### config.mk
export PLATFORM = sky130hd
export DESIGN_NAME = if_fetch
export DESIGN_NICKNAME = d
export VERILOG_FILES = /design/src/rtl/if_fetch.sv
export SDC_FILE = /design/constraint.sdc
export NUM_CORES = 1
export LEC_CHECK = 0
export CAP_MARGIN = 20
export CORE_MARGIN = 2
export CORE_UTILIZATION = 45
export DETAILED_ROUTE_END_ITERATION = 8
export GPL_TIMING_DRIVEN = 1
export HOLD_SLACK_MARGIN = 0.06
export PLACE_DENSITY_LB_ADDON = 0.12
export SETUP_SLACK_MARGIN = 0.1
export SYNTH_ARGS = -nofsm -noshare
export SYNTH_HDL_FRONTEND = slang
export SYNTH_SLANG_ARGS = --single-unit
export TNS_END_PERCENT = 100
### constraint.sdc
create_clock -name clk -period 3.3 [get_ports clk]
set_clock_uncertainty 0.2 [all_clocks]
set_input_delay 0.495 -clock clk [delete_from_list [all_inputs] [get_ports clk]]
set_output_delay 0.495 -clock clk [all_outputs]
set_load 0.03 [all_outputs]
### src/rtl/if_fetch.sv
// -----------------------------------------------------------------------------
// if_fetch : instruction-fetch stage, directly upstream of ID.
//
// This stage owns the program counter and keeps at most one fetch request
// outstanding to the Icache. Each returned instruction is tagged with its PC.
// The instruction itself goes straight from the Icache to ID.
//
// Two sources can redirect the fetch path:
//   - a taken branch resolved in EX
//   - a jal/jalr decoded in ID
// The EX branch has priority because it is the older instruction. If a
// redirect happens while a request is outstanding, the response for that
// request is discarded, so ID never sees a wrong-path instruction.
//
// Ports:
//   clk                 clock; all state updates on the rising edge
//   rst                 synchronous active-high reset
//   fc_stall_if_i       stall from flow control; blocks new requests
//   ex_btype_taken_i    taken branch resolved in EX
//   ex_btype_pc_i       branch target
//   id_jump_flag_i      jal/jalr decoded in ID
//   id_jump_pc_i        jump target
//   if_req_o            fetch request valid
//   if_addr_o           fetch address (word aligned)
//   Icache_req_ready_i  Icache accepts the request when high with if_req_o
//   Icache_ready_i      Icache response valid
//   if_inst_valid_o     current response is on the correct path
//   if_pc_o             PC of the outstanding / returned fetch
// -----------------------------------------------------------------------------
module if_fetch #(
  parameter logic [31:0] RESET_PC = 32'h0000_0000
) (
  input  logic        clk,
  input  logic        rst,
  input  logic        fc_stall_if_i,
  input  logic        ex_btype_taken_i,
  input  logic [31:0] ex_btype_pc_i,
  input  logic        id_jump_flag_i,
  input  logic [31:0] id_jump_pc_i,
  output logic        if_req_o,
  output logic [31:0] if_addr_o,
  input  logic        Icache_req_ready_i,
  input  logic        Icache_ready_i,
  output logic        if_inst_valid_o,
  output logic [31:0] if_pc_o
);

  // State encoding.
  localparam logic [1:0] ST_BOOT = 2'd0;  // single cycle after reset
  localparam logic [1:0] ST_REQ  = 2'd1;  // request presented, awaiting accept
  localparam logic [1:0] ST_WAIT = 2'd2;  // one request outstanding
  localparam logic [1:0] ST_DROP = 2'd3;  // outstanding response is wrong-path

  logic [1:0]  r_state;
  logic [31:0] r_pc;      // next address to fetch
  logic [31:0] r_out_pc;  // address of the accepted, outstanding request

  logic        w_redirect;
  logic [31:0] w_target;
  logic        w_accept;

  // The EX branch is older than the ID jump, so its target takes precedence.
  // Targets are forced to word alignment.
  assign w_redirect = ex_btype_taken_i | id_jump_flag_i;
  assign w_target   = {(ex_btype_taken_i ? ex_btype_pc_i[31:2] : id_jump_pc_i[31:2]), 2'b00};

  // A redirect suppresses the request in the same cycle. This is why a
  // redirect and a request acceptance can never happen together.
  assign if_req_o  = (r_state == ST_REQ) && !fc_stall_if_i && !w_redirect;
  assign if_addr_o = r_pc;
  assign w_accept  = if_req_o && Icache_req_ready_i;

  // A response is flagged valid even while stalled (ID buffers it), but not
  // when a redirect arrives in the same cycle, because then it is wrong-path.
  assign if_inst_valid_o = (r_state == ST_WAIT) && Icache_ready_i && !w_redirect;
  assign if_pc_o         = r_out_pc;

  // NOTE: sequential state uses non-blocking (<=) assignments only, so every
  // register samples values from before the clock edge.
  always_ff @(posedge clk) begin
    if (rst) begin
      r_state  <= ST_BOOT;
      r_pc     <= RESET_PC;
      r_out_pc <= RESET_PC;
    end else begin
      case (r_state)
        ST_BOOT: r_state <= ST_REQ;

        ST_REQ: begin
          if (w_redirect) begin
            r_pc <= w_target;
          end else if (w_accept) begin
            r_out_pc <= r_pc;
            r_pc     <= r_pc + 32'd4;  // wraps modulo 2^32
            r_state  <= ST_WAIT;
          end
        end

        ST_WAIT: begin
          if (w_redirect) begin
            r_pc <= w_target;
          end
          if (Icache_ready_i) begin
            r_state <= ST_REQ;
          end else if (w_redirect) begin
            r_state <= ST_DROP;
          end
        end

        ST_DROP: begin
          // If several redirects arrive while a response is being dropped,
          // the most recent target is kept.
          if (w_redirect) begin
            r_pc <= w_target;
          end
          if (Icache_ready_i) begin
            r_state <= ST_REQ;
          end
        end

        default: r_state <= ST_BOOT;
      endcase
    end
  end

endmodule

==> results of run 1 <==
-- worst max path at each step --
stage	endpoint	slack [ns]
after floorplan	r_state[1]$_SDFFE_PP0P_	0.30
after global placement	if_req_o	0.42
after detailed placement	if_req_o	0.38
after CTS	if_req_o	0.37
after global routing	if_req_o	0.27
final	if_req_o	0.36
-- synth_stat cells (all sizes together), types with 3 or more instances --
| library cell | n | area [um2] |
|---|---|---|
| mux2i | 23 | 230.2 |
| nand4 | 7 | 50.05 |
| clkbuf | 27 | 161.4 |
| buf | 13 | 83.83 |
| and2 | 3 | 18.77 |
| dfxtp | 62 | 1241 |
| o32ai | 3 | 26.28 |
| inv | 6 | 22.52 |
| a211oi | 4 | 30.03 |
| nor3 | 14 | 92.59 |
| a2111oi | 4 | 41.29 |
| and3 | 6 | 37.54 |
| a21oi | 64 | 320.3 |
| mux2 | 6 | 67.56 |
| nor4 | 13 | 81.33 |
| or4 | 3 | 22.52 |
| ha | 5 | 62.56 |
| a31oi | 4 | 25.02 |
| nand2 | 90 | 337.8 |
| nor2 | 41 | 153.9 |
| or2 | 3 | 18.77 |
| o21ai | 31 | 155.2 |
| or3 | 3 | 18.77 |
| a311oi | 4 | 35.03 |
| nand3 | 11 | 55.05 |
-- critical path: stages --
cell and delay, ns:
sky130_fd_sc_hd__clkdlybuf4s50_1 0.51, sky130_fd_sc_hd__nor4b_1 0.48, sky130_fd_sc_hd__clkdlybuf4s50_1 0.76
-- through the flow --
stage          cell area [um2]  instances  hold slack, ns  power, uW  setup slack (ns)
2_1_floorplan             3643        480          0.2836       1239            0.3038
4_1_cts                   5105        699          0.2561       2160            0.3716
3_5_place_dp              4903        683          0.2462       1471            0.3816
5_1_grt                   5105        699          0.2782       2255            0.2688
3_3_place_gp              4903        683          0.2414       1459            0.4152
6_report                  5105        699          0.2526       2151            0.3626
-- area by class of cell --
class | instances | share of cell area (%)
clock buffer | 13 | 3.113
clock inverter | 3 | 0.8333
inverter | 6 | 0.4412
multi-input combinational | 371 | 41.35
sequential | 62 | 24.31
tap | 102 | 2.500
timing repair buffer | 142 | 27.45
-- logic make-up after synthesis --
| family | Yosys count | synth area share, % |
|---|---|---|
| and+or+nand+nor | 204 | 26.59 |
| AOI/OAI and AO/OA | 129 | 20.94 |
| DFF | 62 | 34.17 |
| buffers and inverters | 47 | 8.267 |
| muxes | 29 | 8.198 |
| adders and majority gates | 5 | 1.722 |
| other | 1 | 0.1032 |
-- metal layers --
| layer | up-vias | track usage [%] | wire length [um] |
|---|---|---|---|
| li1 | 1926 | - | - |
| met1 | 1835 | 31.81 | 4596 |
| met2 | 165 | 42.80 | 5407 |
| met3 | 14 | 4.494 | 705 |
| met4 | 0 | 7.488 | 127 |
| met5 | - | 0 | 0 |
-- flip-flops by register name, indices dropped and copies added (netlist names) --
name,count
if_addr_o,30
if_pc_o,30
r_state,2
-- power by group --
group          internal, uW  switching [uW]  leakage, uW
clock                   390             302    0.0000996
sequential              799            85.6     0.000506
combinational           264             310      0.00122
total                  1450             698      0.00183
==> results.txt, run 1 <==
* Max Clock Freq: 340.4 MHz
- Worst hold endpoint: if_pc_o[8]$_SDFFE_PP0P_
* Setup repair after global routing missed its margin: false
- DR vias: 3940
- Sum of negative setup slack: 0 ns
* Final hold violation count: 0
- Pleak: 0.001828 uW
* Total of hold buffers inserted after clock tree synthesis: 0
- The core region is 7767 um2.
- Count of nets after finishing: 668
* Cell Rows: 32
- The tree built by TritonCTS fans out to 62 sinks.
- Mean area per synthesized cell: 7.615 um2
- The worst hold path passes through 2 cells.
* Area of combinational cells with multiple inputs: 2111 um2
- In this run the most critical hold path is launched from if_pc_o[8]$_SDFFE_PP0P_.
- The clock reaches the later pin of the worst-skew pair after 0.34 ns.
- Number of buffers between clock root and the deepest sink: 2
- In this run the worst path has a maximum fanout of 6.
- Counting flops with a built-in enable in the synthesized netlist gives 0.
- Setup CP Type: primary input to output pin
* Count of maximum capacitance violations: 0
* Share of final-layout standard cells stronger than drive strength 1: 8.208%
- The first detailed-routing pass ran for 5 iterations.
- PwrDens: 421.4 nW/um2
* #FFs+latches synth: 62
* Global-route wire length before repair: 17.60 mm
- Leaving out fill and tap cells, the most frequent cells in the layout are sky130_fd_sc_hd__clkdlybuf4s50_1 (126), sky130_fd_sc_hd__nand2_1 (90), sky130_fd_sc_hd__a21oi_1 (64), sky130_fd_sc_hd__dfxtp_1 (62), sky130_fd_sc_hd__nor2_1 (40).
- Buffer type at the clock tree root: sky130_fd_sc_hd__clkbuf_8
- The mapped netlist covers 3632 um2.
- The number of clock buffers added by TritonCTS is 9.
* Final number of max-transition violations: 0
- In this run the vertical extent of the chip is 93.84 um.
* Number of antenna-violating nets in the routed design: 0
- Post-DR wirelength/cell: 15.50 um
- The worst register-to-register path ends at if_addr_o[22]$_SDFFE_PP0P_.
- Die area: 8806 um2
- The worst path needs 2.937 ns of the cycle, external delays included.
* Final Util: 65.72%
- Using the TritonRoute via totals, the vias-per-cell ratio works out to 5.637.
- From synthesis to final layout, the design area changed by 40.54%.
* Storage cell area: 1241 um2
* R2R Setup Slk: 0.64 ns
* Global-route usage over all layers: 24.94%
- In this run the tool buffered the top-level ports with 128 buffer cells.
- Synthesis produced a netlist whose cell count is 477.
- R2r worst-path depth: 6
* Critical path origin: id_jump_flag_i
- After filler insertion, the fill cell instance count of the layout stands at 737.
* Kind of start point of the critical path: primary input
* Worst Tran Pin Value: 0.8838 ns
* Relative slew margins: 40.54%
- The worst-case IR drop observed on VDD is 0.2569 mV.
- The worst path uses 89.01% of the clock period.
* Req. time, crit path: 2.60 ns
* Drt drc: 0
- Clock slew at the register clock pins of the worst setup and hold paths: 0.07 ns
- Count of antenna diodes in the layout: 0
* First-iteration detailed-routing DRC count: 260
- Ys async rst share: 0%
- Initial antenna violation count: 0
* Vias in the first global route: 3618
- Depth of the CTS H-tree: 3
- I/O pin cnt: 137
* Data arrival time of the critical path: 2.24 ns
* Outcome: complete, no violations
* Aggregate routed wire length: 10.84 mm
- In the synthesized netlist the dominant register cell turns out to be sky130_fd_sc_hd__dfxtp_1.
- Cts repair resizes: 0
* Largest net degree at the start of global routing: 46
- Sequential element share of the synthesized area: 34.17%
- Leaving out fill and tap cells, the most frequent cell in the layout is sky130_fd_sc_hd__clkdlybuf4s50_1.
- In this run the worst hold path is classified as register to register.
* Count of different cell masters after synthesis: 53
- Starting utilization of the core area: 46.76%
* Global route overflow: 0
- Post-DP HPWL: 7.583 mm
- Reg2Reg Launch Point: if_addr_o[2]$_SDFFE_PP0P_
- At the end of routability-driven placement, the weighted congestion stood at 0.8325.
- The number of setup buffers added after CTS is 0.
- The die is 93.84 um wide.
- Worst setup EP type: output pin
- Yosys printed 0 warnings.
- TritonCTS built the clock tree.
* Final setup violation count: 0
Note: power is estimated with default switching activity, not from simulation.
==> run 2: changes to the inputs <==
--- a/config.mk
+++ b/config.mk
@@ -12,7 +12,7 @@
 export GPL_TIMING_DRIVEN = 1
 export HOLD_SLACK_MARGIN = 0.06
 export PLACE_DENSITY_LB_ADDON = 0.12
-export SETUP_SLACK_MARGIN = 0.1
+export SKIP_CTS_REPAIR_TIMING = 1
 export SYNTH_ARGS = -nofsm -noshare
 export SYNTH_HDL_FRONTEND = slang
 export SYNTH_SLANG_ARGS = --single-unit
==> results of run 2 <==
Same layout as run 1: the final DEF is identical, and so are final timing and power.
